## config.mk

```make
export PLATFORM = sky130hd
export DESIGN_NAME = dac_stream_out
export DESIGN_NICKNAME = d
export VERILOG_FILES = /design/src/rtl/dac_stream_out_pkg.sv /design/src/rtl/sync_fifo.sv /design/src/rtl/dac_stream_out.sv
export SDC_FILE = /design/constraint.sdc
export NUM_CORES = 1
export LEC_CHECK = 0
export BUFFER_PORTS_ARGS = -buffer_cell sky130_fd_sc_hd__buf_2
export CORE_ASPECT_RATIO = 1.75
export CORE_MARGIN = 1
export CORE_UTILIZATION = 45
export CTS_CLUSTER_DIAMETER = 50
export DETAILED_ROUTE_END_ITERATION = 8
export PLACE_DENSITY = 0.72
export SYNTH_ARGS = -nofsm -noshare
export SYNTH_HDL_FRONTEND = slang
export SYNTH_SLANG_ARGS = --single-unit
```

## constraint.sdc

```tcl
create_clock -name clk -period 4.2 [get_ports clk]
set_input_delay 0.84 -clock clk [delete_from_list [all_inputs] [get_ports clk]]
set_output_delay 0.84 -clock clk [all_outputs]
set_load 0.01 [all_outputs]
```

## src/rtl/dac_stream_out_pkg.sv

```systemverilog
// dac_stream_out_pkg
//   Constants shared by the ADC sample extractor and the DAC stream output:
//   sample width, AXIS word width, 16-bit lane geometry and the number of
//   sign bits needed to widen a sample to a full lane.
package dac_stream_out_pkg;

   localparam int DAC_SAMPLE_W = 14;                    // converter sample width
   localparam int AXIS_DATA_W  = 32;                    // stream word width
   localparam int LANE_W       = 16;                    // one channel lane
   localparam int LANE_A_LSB   = 0;                     // channel A offset
   localparam int LANE_B_LSB   = 16;                    // channel B offset
   localparam int SEXT_W       = LANE_W - DAC_SAMPLE_W; // sign bits added per lane

endpackage

```

## src/rtl/sync_fifo.sv

```systemverilog
// sync_fifo
//   Single-clock FIFO with synchronous active-high reset.
//   Ports:
//     i_clk, i_rst      clock, synchronous reset (clears pointers and count)
//     i_push, i_data    write request and data; ignored when full
//     i_pop             read request; ignored when empty
//     o_data            current head (valid when !o_empty)
//     o_full, o_empty   status derived from the registered count
//     o_count           occupancy 0..2**ADDR_WIDTH
module sync_fifo #(
   parameter int WIDTH      = 14,
   parameter int ADDR_WIDTH = 4
) (
   input  logic                  i_clk,
   input  logic                  i_rst,
   input  logic                  i_push,
   input  logic [WIDTH-1:0]      i_data,
   input  logic                  i_pop,
   output logic [WIDTH-1:0]      o_data,
   output logic                  o_full,
   output logic                  o_empty,
   output logic [ADDR_WIDTH:0]   o_count
);

   localparam int                    DEPTH    = 2**ADDR_WIDTH;
   localparam logic [ADDR_WIDTH-1:0] PTR_ONE  = 1;
   localparam logic [ADDR_WIDTH:0]   CNT_ONE  = 1;
   localparam logic [ADDR_WIDTH:0]   CNT_FULL = DEPTH[ADDR_WIDTH:0];

   logic [WIDTH-1:0]      r_mem [DEPTH];
   logic [ADDR_WIDTH-1:0] r_wptr;
   logic [ADDR_WIDTH-1:0] r_rptr;
   logic [ADDR_WIDTH:0]   r_count;
   logic                  w_do_push;
   logic                  w_do_pop;

   // Full/empty come from the registered count only, so a write is refused
   // while full even if a pop frees a slot on the same edge.
   assign o_full    = (r_count == CNT_FULL);
   assign o_empty   = (r_count == '0);
   assign w_do_push = i_push && !o_full;
   assign w_do_pop  = i_pop  && !o_empty;
   assign o_data    = r_mem[r_rptr];
   assign o_count   = r_count;

   always_ff @(posedge i_clk) begin
      if (i_rst) begin
         r_wptr  <= '0;
         r_rptr  <= '0;
         r_count <= '0;
      end else begin
         if (w_do_push) r_wptr <= r_wptr + PTR_ONE;
         if (w_do_pop)  r_rptr <= r_rptr + PTR_ONE;
         case ({w_do_push, w_do_pop})
            2'b10:   r_count <= r_count + CNT_ONE;
            2'b01:   r_count <= r_count - CNT_ONE;
            default: r_count <= r_count;
         endcase
      end
   end

   // Storage needs no reset; the pointers define what is live.
   always_ff @(posedge i_clk) begin
      if (w_do_push) r_mem[r_wptr] <= i_data;
   end

endmodule

```

## src/rtl/dac_stream_out.sv

```systemverilog
// dac_stream_out
//   Buffers strobed DAC samples in a FIFO and drives them out as an AXI4-Stream
//   master, one sample per word, sign-extended into lane A and optionally
//   copied into lane B.
//   Ports:
//     clk, rst             clock, synchronous active-high reset
//     dac_data_in          two's-complement sample
//     dac_data_valid       single-cycle sample strobe
//     M_AXIS_OUT_tdata     packed DAC word (registered)
//     M_AXIS_OUT_tvalid    AXIS valid (registered)
//     M_AXIS_OUT_tready    AXIS ready from the DAC
//     fifo_level           FIFO occupancy, not counting the output register
//     overflow             sticky: a sample was dropped because the FIFO was full
module dac_stream_out
   import dac_stream_out_pkg::*;
#(
   parameter int DAC_WIDTH        = DAC_SAMPLE_W,
   parameter int AXIS_TDATA_WIDTH = AXIS_DATA_W,
   parameter int FIFO_ADDR_WIDTH  = 4,
   parameter int DUAL_CHANNEL     = 1
) (
   input  logic                        clk,
   input  logic                        rst,
   input  logic [DAC_WIDTH-1:0]        dac_data_in,
   input  logic                        dac_data_valid,
   output logic [AXIS_TDATA_WIDTH-1:0] M_AXIS_OUT_tdata,
   output logic                        M_AXIS_OUT_tvalid,
   input  logic                        M_AXIS_OUT_tready,
   output logic [FIFO_ADDR_WIDTH:0]    fifo_level,
   output logic                        overflow
);

   logic [DAC_WIDTH-1:0]        w_head;
   logic                        w_full;
   logic                        w_empty;
   logic [FIFO_ADDR_WIDTH:0]    w_count;
   logic                        w_load;
   logic [LANE_W-1:0]           w_lane;
   logic [AXIS_TDATA_WIDTH-1:0] w_packed;

   logic [AXIS_TDATA_WIDTH-1:0] r_tdata;
   logic                        r_tvalid;
   logic                        r_overflow;

   // The output register refills whenever it is empty or being drained.
   assign w_load = !w_empty && (!r_tvalid || M_AXIS_OUT_tready);

   sync_fifo #(
      .WIDTH      (DAC_WIDTH),
      .ADDR_WIDTH (FIFO_ADDR_WIDTH)
   ) u_fifo (
      .i_clk   (clk),
      .i_rst   (rst),
      .i_push  (dac_data_valid),
      .i_data  (dac_data_in),
      .i_pop   (w_load),
      .o_data  (w_head),
      .o_full  (w_full),
      .o_empty (w_empty),
      .o_count (w_count)
   );

   // Samples are packed on the way out so the FIFO only stores DAC_WIDTH bits.
   assign w_lane = LANE_W'($signed(w_head));

   always_comb begin
      w_packed = '0;
      w_packed[LANE_A_LSB +: LANE_W] = w_lane;
      if (DUAL_CHANNEL != 0) w_packed[LANE_B_LSB +: LANE_W] = w_lane;
   end

   always_ff @(posedge clk) begin
      if (rst) begin
         r_tdata    <= '0;
         r_tvalid   <= 1'b0;
         r_overflow <= 1'b0;
      end else begin
         if (w_load) begin
            r_tdata  <= w_packed;
            r_tvalid <= 1'b1;
         end else if (r_tvalid && M_AXIS_OUT_tready) begin
            // Drained with nothing behind it; tdata keeps its last value.
            r_tvalid <= 1'b0;
         end
         if (dac_data_valid && w_full) r_overflow <= 1'b1;
      end
   end

   assign M_AXIS_OUT_tdata  = r_tdata;
   assign M_AXIS_OUT_tvalid = r_tvalid;
   assign fifo_level        = w_count;
   assign overflow          = r_overflow;

endmodule

```

==> summary.md, run 1 <==
| Metric | Value |
|---|---|
| Outcome | finished clean |
| Post-synth cell types | 39 |
| R2R cell count | 12 |
| Fraction of the mapped netlist area in adder cells | less than 1% |
| Post-synth top flop | edfxtp_1 |
| Root Buffer Master | clkbuf_16 |
| Mux share of post-synthesis cell area | between 10% and 20% |
| Final Instance Count excl. Fillers | about 900 |
| Fin crit share | around 83% |
| Main combinational cell family by area after synthesis | multiplexers |
| Fmax | roughly 0.29 GHz |
| Synthesis-to-layout area growth | 12.5% |
| Post-Synth Simple-Gate Area | 3.61% |
| Filler cell count | 1715 |
| Maximum vdd drop | about 0.30 mV |
| Post-CTS resize count | 0 |
| Headroom to the max-slew limit | 21.0% |
| Async SR Flop Fraction | 0% |
| Final setup vio count | 0 |
| Via-to-Cell Ratio | 5.52 |
| Placed cells | about 860 |
| CP Class | reg -> reg |
| Register area | about 0.0074 sq mm |
| Initial antenna violation count | 0 |
| Clock buffer depth | 3 |
| Clk_lat worst skew | roughly 500 ps |
| Worst Skew | roughly 15 ps |
| First-pass GRT wire length | slightly below 30 mm |
| TNS Setup | 0 ps |
| Worst-margin pin slew | ~1200 ps |
| Layout cells sized above 1 | about 29% |
| Fin area | roughly 0.011 sq mm |
| Initial DRT Pass Iterations | 5 |
| CTS Sinks | between 200 and 300 |
| Yosys reg bits | 257 |
| Post-Syn Area | 0.0100 sq mm |
| Max incr delay on CP | approximately 480 ps |
| Fin. Hold Viols | 0 |
| Worst Path Max Fanout | 19 |
| CP cell instances | nor4_4 -> nand2_1 -> nand2_2 -> inv_2 -> ha_1 -> xor2_1 -> ha_1 -> o21ai_0 -> nand2b_1 -> a31oi_1 -> mux2i_1 -> mux2_1 |
| Sequential Power Share | a little under half |
| Seq/Total Area, Yosys | roughly 74% |
| GPL Wtd Cong | between 0.7 and 0.8 |
| Post-CTS setup repair buffer count | 0 |
| Critical Path RT | roughly 4600 ps |
| Final min period | ~3500 ps |
| Total Nets Final | between 600 and 700 |
| CP most frequent cell | ha_1 |
| Startpoint Class | register |
| Clock-pin slew on the worst setup and hold paths | 70 ps |
| IO Port Bufs | 56 |
| Multi-input logic area | about 0.0024 sq mm |
| DIE AREA | 0.0229 sq mm |
| Most frequent cells in the layout | 224 x edfxtp_1, 56 x mux4_2, 56 x buf_2 |
| Post-synth EDFFs | around 220 |
| Vias in the first global route | 5255 |
| Syn Inst Count | 536 |
| Number of remaining DRC errors | 0 |
| Yosys warns | 0 |
| Die extent in x | between 100 and 150 um |
| Drt initial violations | around 350 |
| GRT Util Overall | between 15 and 20% |
| Crit path DAT | between 3000 and 4000 ps |
| Pin count of the biggest net entering global routing | 57 |
| RSZ-0062 raised after global routing | false |
| Most common cell after layout, fill and taps aside | edfxtp_1 |
| Max Cap Violations | 0 |
| Net Count, Synth | 562 |
| Gate power share | roughly a quarter |
| Die Y | ~200 um |
| Core Rows | slightly above 70 |
| Slew Limit Fails | 0 |
| Syn Area/Cell | 18.7 sq um |
| Int Pwr | roughly 0.0049 W |
| Psw | between 0.0015 and 0.002 W |
| Setup crit end kind | register |
| Lkg Pwr | around 3.8 nW |
| CTS H-tree lvls | 1 |
| Worst path slowest cell | nor4_4 |
| Clock power frac | between 20% and 30% |
| Area after DPL | 0.0106 sq mm |
| Initial Utilization | between 40% and 50% |
| Xor-xnor portion of the synthesized cell area | less than 1% |
| WL final | approximately 19 mm |
| Switching Fraction | about 28% |
| Power Dens Cells | around 600 mW/mm^2 |
| Post-CTS Hold Fix Bufs | 0 |
| Post-synthesis compound-gate area fraction | ~4.9% |
| Overall via count from detail_route | around 5000 |
| Post-route ant nets | 0 |
| I/O Pins | between 50 and 60 |
| CTS tree | built |
| Hold Crit Class | reg -> reg |
| CTS Buf Count | 22 |
| Antenna diodes | 0 |
| Grt ovf | 0 |
| Detail Placement HPWL | roughly 12 mm |
| Hold Path Cell Cnt | 2 |
| Core area | between 0.02 and 0.025 sq mm |
| Wire length per cell | between 20 and 25 um |
==> registers in the layout, indices dropped and copies added, names as in the netlist, named ones only <==
name and flops:
M_AXIS_OUT_tdata 14, M_AXIS_OUT_tvalid 1, overflow 1, u_fifo.o_count 5, u_fifo.r_mem 224, u_fifo.r_rptr 4
u_fifo.r_wptr 4
==> layer usage <==
layer  part of all wire (%)  track usage, %  up-vias
li1                       -               -     2217
met1                     38            20.5     2548
met2                     54            32.0      152
met3                    4.8            2.58       32
met4                    2.7            6.73        0
met5                      0               0        -
==> power groups by stage <==
stage / clock, W / sequential (W) / combinational [W]
CTS: 0.00202 / 0.00311 / 0.00175
detailed placement: 0 / 0.00316 / 0.00175
global route: 0.00210 / 0.00313 / 0.00191
finish: 0.00198 / 0.00311 / 0.00172
floorplan: 0 / 0.00312 / 0.00138
global placement: 0 / 0.00315 / 0.00170
==> worst paths after layout <==
kind	startpoint	endpoint	slack, ps
max	u_fifo.o_count[1]$_SDFFE_PP0P_	u_fifo.o_count[4]$_SDFFE_PP0P_	710
min	overflow$_SDFFE_PP0P_	overflow$_SDFFE_PP0P_	480
max reg2reg	u_fifo.o_count[1]$_SDFFE_PP0P_	u_fifo.o_count[4]$_SDFFE_PP0P_	710
min reg2reg	overflow$_SDFFE_PP0P_	overflow$_SDFFE_PP0P_	480
==> through the flow <==
stage / worst slack, ps / hold slack [ps] / utilization [%] / power [W]
final: 712 / 482 / 52.0 / 0.00681
after global routing: 427 / 519 / 52.0 / 0.00714
after CTS: 692 / 488 / 52.0 / 0.00688
after detailed placement: 515 / 472 / 48.8 / 0.00491
after global placement: 691 / 477 / 48.8 / 0.00485
after floorplan: 1060 / 472 / - / 0.00451
==> cell usage after synthesis, types with 2 or more instances <==
library cell	instances	area, sq um
a21oi_1	20	100
a21boi_1	10	75.1
nor2b_1	3	18.8
buf_4	22	165
nand4_1	2	12.5
mux4_2	56	1260
inv_1	5	18.8
nand2_1	11	41.3
nor3_1	5	25.0
nand2b_1	5	31.3
buf_2	8	40.0
a22oi_1	28	210
o21ai_0	2	10.0
ha_1	8	100
or3_1	2	12.5
a21boi_0	4	30.0
a31oi_1	4	25.0
xor2_1	8	70.1
mux2i_1	2	20.0
edfxtp_1	224	6730
buf_6	2	22.5
clkbuf_1	13	48.8
dfxtp_1	33	661
nor2_1	43	161
xnor2_1	2	17.5
==> critical path, delay by kind of cell, from the launching register on <==
kind / cells / cell delay [ps]
simple gates: 4 / 970
fa+ha+maj: 2 / 570
mux: 2 / 560
compound gates: 2 / 430
flops: 1 / 410
buf+inv: 1 / 230
xor+xnor: 1 / 180
==> layout make-up <==
type	instances	area share [%]
timing repair buffer	76	3.93
tap	292	3.24
sequential	257	65.6
clock inverter	12	1.02
multi-input combinational	227	20.8
inverter	6	0.200
clock buffer	26	5.20
==> kinds of logic (layout without fill, tap and decap cells) <==
family | after synthesis | count (layout)
flip-flops | 257 | 257
AND/OR/NAND/NOR | 77 | 77
AO/OA/AOI/OAI | 73 | 73
multiplexers | 59 | 59
buffers and inverters | 52 | 120
XOR/XNOR | 10 | 10
adder cells (fa/ha/maj) | 8 | 8
No activity file was read; power rests on OpenSTA's default activity.
==> run 2: changes to the inputs <==
- clock period: 4.2 -> 3.3 ns (I/O delays scaled with it)
==> run 2 against run 1 <==
Effect of this change:
- hold slack worse by 20 ps
- critical path depth stayed put
- sequential share of layout area is 0.25 points lower
- critical endpoint unchanged
==> summary.md, run 2 (synthesis results as in run 1) <==
| Metric | Value |
|---|---|
| Hold Crit Class | in -> reg (was reg -> reg) |
| Crit path DAT | 3400 ps (was 3880 ps) |
| Die extent in x | 115 um (unchanged) |
| Via-to-Cell Ratio | 5.58 (was 5.52) |
| Outcome | finished clean (unchanged) |
| Worst-margin pin slew | 1260 ps (was 1180 ps) |
| Placement Setup Slack | 286 ps (was 515 ps) |
| Switching Fraction | 29.2% (was 28.5%) |
| Fmax | 0.334 GHz (was 0.287 GHz) |
| Post-CTS resize count | 0 (unchanged) |
| Power Dens Cells | 767 mW/mm^2 (was 604 mW/mm^2) |
| Biggest register | u_fifo.r_mem (unchanged) |
| GPL Wtd Cong | 0.804 (was 0.776) |
| Final min period | 2990 ps (was 3490 ps) |
| Critical Path RT | 3700 ps (was 4590 ps) |
| Worst Skew | 14.4 ps (was 14.7 ps) |
| Slew Limit Fails | 0 (unchanged) |
| Initial DRT Pass Iterations | 4 (was 5) |
| Detail Placement HPWL | 13.0 mm (was 12.4 mm) |
| Most frequent cells in the layout | 224 x edfxtp_1, 56 x mux4_2, 56 x buf_2 (unchanged) |
| Synthesis-to-layout area growth | 12.9% (was 12.5%) |
| Fin crit share | 90.7% (was 83.0%) |
| CP most frequent cell | ha_1 (unchanged) |
| Root Buffer Master | clkbuf_16 (unchanged) |
| Int Pwr | 0.00615 W (was 0.00487 W) |
| Psw | 0.00253 W (was 0.00194 W) |
| Headroom to the max-slew limit | 15.9% (was 21.0%) |
| Hold EP | overflow$_SDFFE_PP0P_ (unchanged) |
| CP bufs+invs | 1 (unchanged) |
| Post-route ant nets | 0 (unchanged) |
| Pin count of the biggest net entering global routing | 36 (was 57) |
| Most common cell after layout, fill and taps aside | edfxtp_1 (unchanged) |
| Worst path slowest cell | nor4_4 (unchanged) |
| DIE AREA | 0.0229 sq mm (unchanged) |
| CTS tree | built (unchanged) |
| Hold Path Cell Cnt | 3 (was 2) |
| CTS Sinks | 257 (unchanged) |
| Die Y | 199 um (unchanged) |
| Placed cells | 866 (was 858) |
| Total Nets Final | 624 (was 616) |
| Sequential Power Share | 45.9% (was 45.6%) |
| Gate power share | 26.1% (was 25.2%) |
| Final Instance Count excl. Fillers | 906 (was 896) |
| Clock buffer depth | 3 (unchanged) |
| Overall via count from detail_route | 5052 (was 4949) |
| CP Class | reg -> reg (unchanged) |
| Max reg flops | 224 (unchanged) |
| Layout cells sized above 1 | 29.8% (was 29.1%) |
| WL final | 19.9 mm (was 18.8 mm) |
| Final worst slack | 306 ps (was 712 ps) |
| R2R Setup Slk | 310 ps (was 710 ps) |
| Antenna diodes | 0 (unchanged) |
| RSZ-0062 raised after global routing | false (unchanged) |
| Hold_sp | dac_data_valid (was overflow$_SDFFE_PP0P_) |
| Post-CTS setup repair buffer count | 0 (unchanged) |
| CP cell instances | nor4_4 -> nand2_1 -> nand2_2 -> inv_2 -> ha_1 -> xor2_1 -> ha_1 -> o21ai_0 -> nand2b_1 -> a31oi_1 -> mux2i_1 -> mux2_1 (unchanged) |
| First-pass GRT wire length | 30.7 mm (was 29.4 mm) |
| Drt initial violations | 318 (was 349) |
| IO Port Bufs | 56 (unchanged) |
| Maximum vdd drop | 0.380 mV (was 0.300 mV) |
| Multi-input logic area | 0.00235 sq mm (unchanged) |
| Max incr delay on CP | 470 ps (was 480 ps) |
| Initial antenna violation count | 0 (unchanged) |
| Initial Utilization | 46.2% (unchanged) |
| Startpoint Class | register (unchanged) |
| RR Endpoint | u_fifo.o_count[4]$_SDFFE_PP0P_ (unchanged) |
| CTS Buf Count | 22 (unchanged) |
| Crit path max-delay family | simple AND/OR/NAND/NOR gates (unchanged) |
| Register area | 0.00739 sq mm (unchanged) |
| GRT Util Overall | 18.3% (was 17.5%) |
| CTS H-tree lvls | 1 (unchanged) |
| Max Cap Violations | 0 (unchanged) |
| Filler cell count | 1731 (was 1715) |
| TNS Setup | 0 ps (unchanged) |
| Worst r2r src | u_fifo.o_count[1]$_SDFFE_PP0P_ (unchanged) |
| R2R cell count | 12 (unchanged) |
| Worst Path Max Fanout | 9 (was 19) |
| Setup crit end kind | register (unchanged) |
| Lkg Pwr | 3.80 nW (was 3.76 nW) |
| Wire length per cell | 21.9 um (was 21.0 um) |
| Clock-pin slew on the worst setup and hold paths | 80 ps (was 70 ps) |
| Post-CTS Hold Fix Bufs | 0 (unchanged) |
| I/O Pins | 57 (unchanged) |
| Clock power frac | 28.0% (was 29.1%) |
| Clk_lat worst skew | 510 ps (about the same) |
| Vias in the first global route | 5416 (was 5255) |
| Grt ovf | 0 (unchanged) |
| Number of remaining DRC errors | 0 (unchanged) |
| Core Rows | 71 (unchanged) |
| Core area | 0.0217 sq mm (unchanged) |
| Final setup vio count | 0 (unchanged) |
| Fin. Hold Viols | 0 (unchanged) |
## run 2: tightest hold or removal path, delay by kind of cell
| kind | cells | cell delay [ps] |
|---|---|---|
| and+or+nand+nor | 1 | 70 |
| AOI/OAI and AO/OA | 1 | 90 |
| buffers and inverters | 1 | 120 |
## run 2: layout make-up
type / count / share of cell area [%]
inverters: 6 / 0.199
flip-flops and latches: 257 / 65.3
multi-input cells: 227 / 20.8
repair buffers: 84 / 4.55
clock buffers: 28 / 5.06
clock inverters: 12 / 0.873
well taps: 292 / 3.23
## run 2: how the worst max path moves through the flow
| stage | slack, ps | from | cells past startpoint | to |
|---|---|---|---|---|
| floorplan | 240 | u_fifo.o_count[1]$_SDFFE_PP0P_ | 15 | u_fifo.o_count[4]$_SDFFE_PP0P_ |
| global placement | 390 | M_AXIS_OUT_tready | 12 | u_fifo.o_count[4]$_SDFFE_PP0P_ |
| detailed placement | 290 | M_AXIS_OUT_tready | 12 | u_fifo.o_count[4]$_SDFFE_PP0P_ |
| CTS | 330 | u_fifo.o_count[1]$_SDFFE_PP0P_ | 12 | u_fifo.o_count[4]$_SDFFE_PP0P_ |
| global route | 120 | u_fifo.o_count[1]$_SDFFE_PP0P_ | 12 | u_fifo.o_count[4]$_SDFFE_PP0P_ |
| finish | 310 | u_fifo.o_count[1]$_SDFFE_PP0P_ | 12 | u_fifo.o_count[4]$_SDFFE_PP0P_ |
## run 2: power by group through the flow
| stage | Combinational [W] | Sequential [W] | Clock (W) |
|---|---|---|---|
| after CTS | 0.00230 | 0.00398 | 0.00248 |
| after global placement | 0.00221 | 0.00403 | 0 |
| after global routing | 0.00249 | 0.00401 | 0.00261 |
| after floorplan | 0.00176 | 0.00397 | 0 |
| after detailed placement | 0.00229 | 0.00405 | 0 |
| final | 0.00227 | 0.00398 | 0.00243 |
## run 2: through the flow
stage,hold WS [ps],cell area [sq um],total power (W),util (%)
after floorplan,472,10000,0.00574,-
after detailed placement,485,10600,0.00634,49.1
after global routing,473,11300,0.00911,52.2
final,463,11300,0.00868,52.2
after CTS,447,11300,0.00877,52.2
after global placement,480,10600,0.00625,49.1
## run 2: routing by layer
metal	part of all wire, %	track usage, %	vias up	wire length (um)
met2	56	34.4	163	11100
li1	-	-	2236	-
met5	0	0	-	0
met1	37	21.1	2614	7400
met3	4.0	2.34	39	791
met4	2.8	6.78	0	550
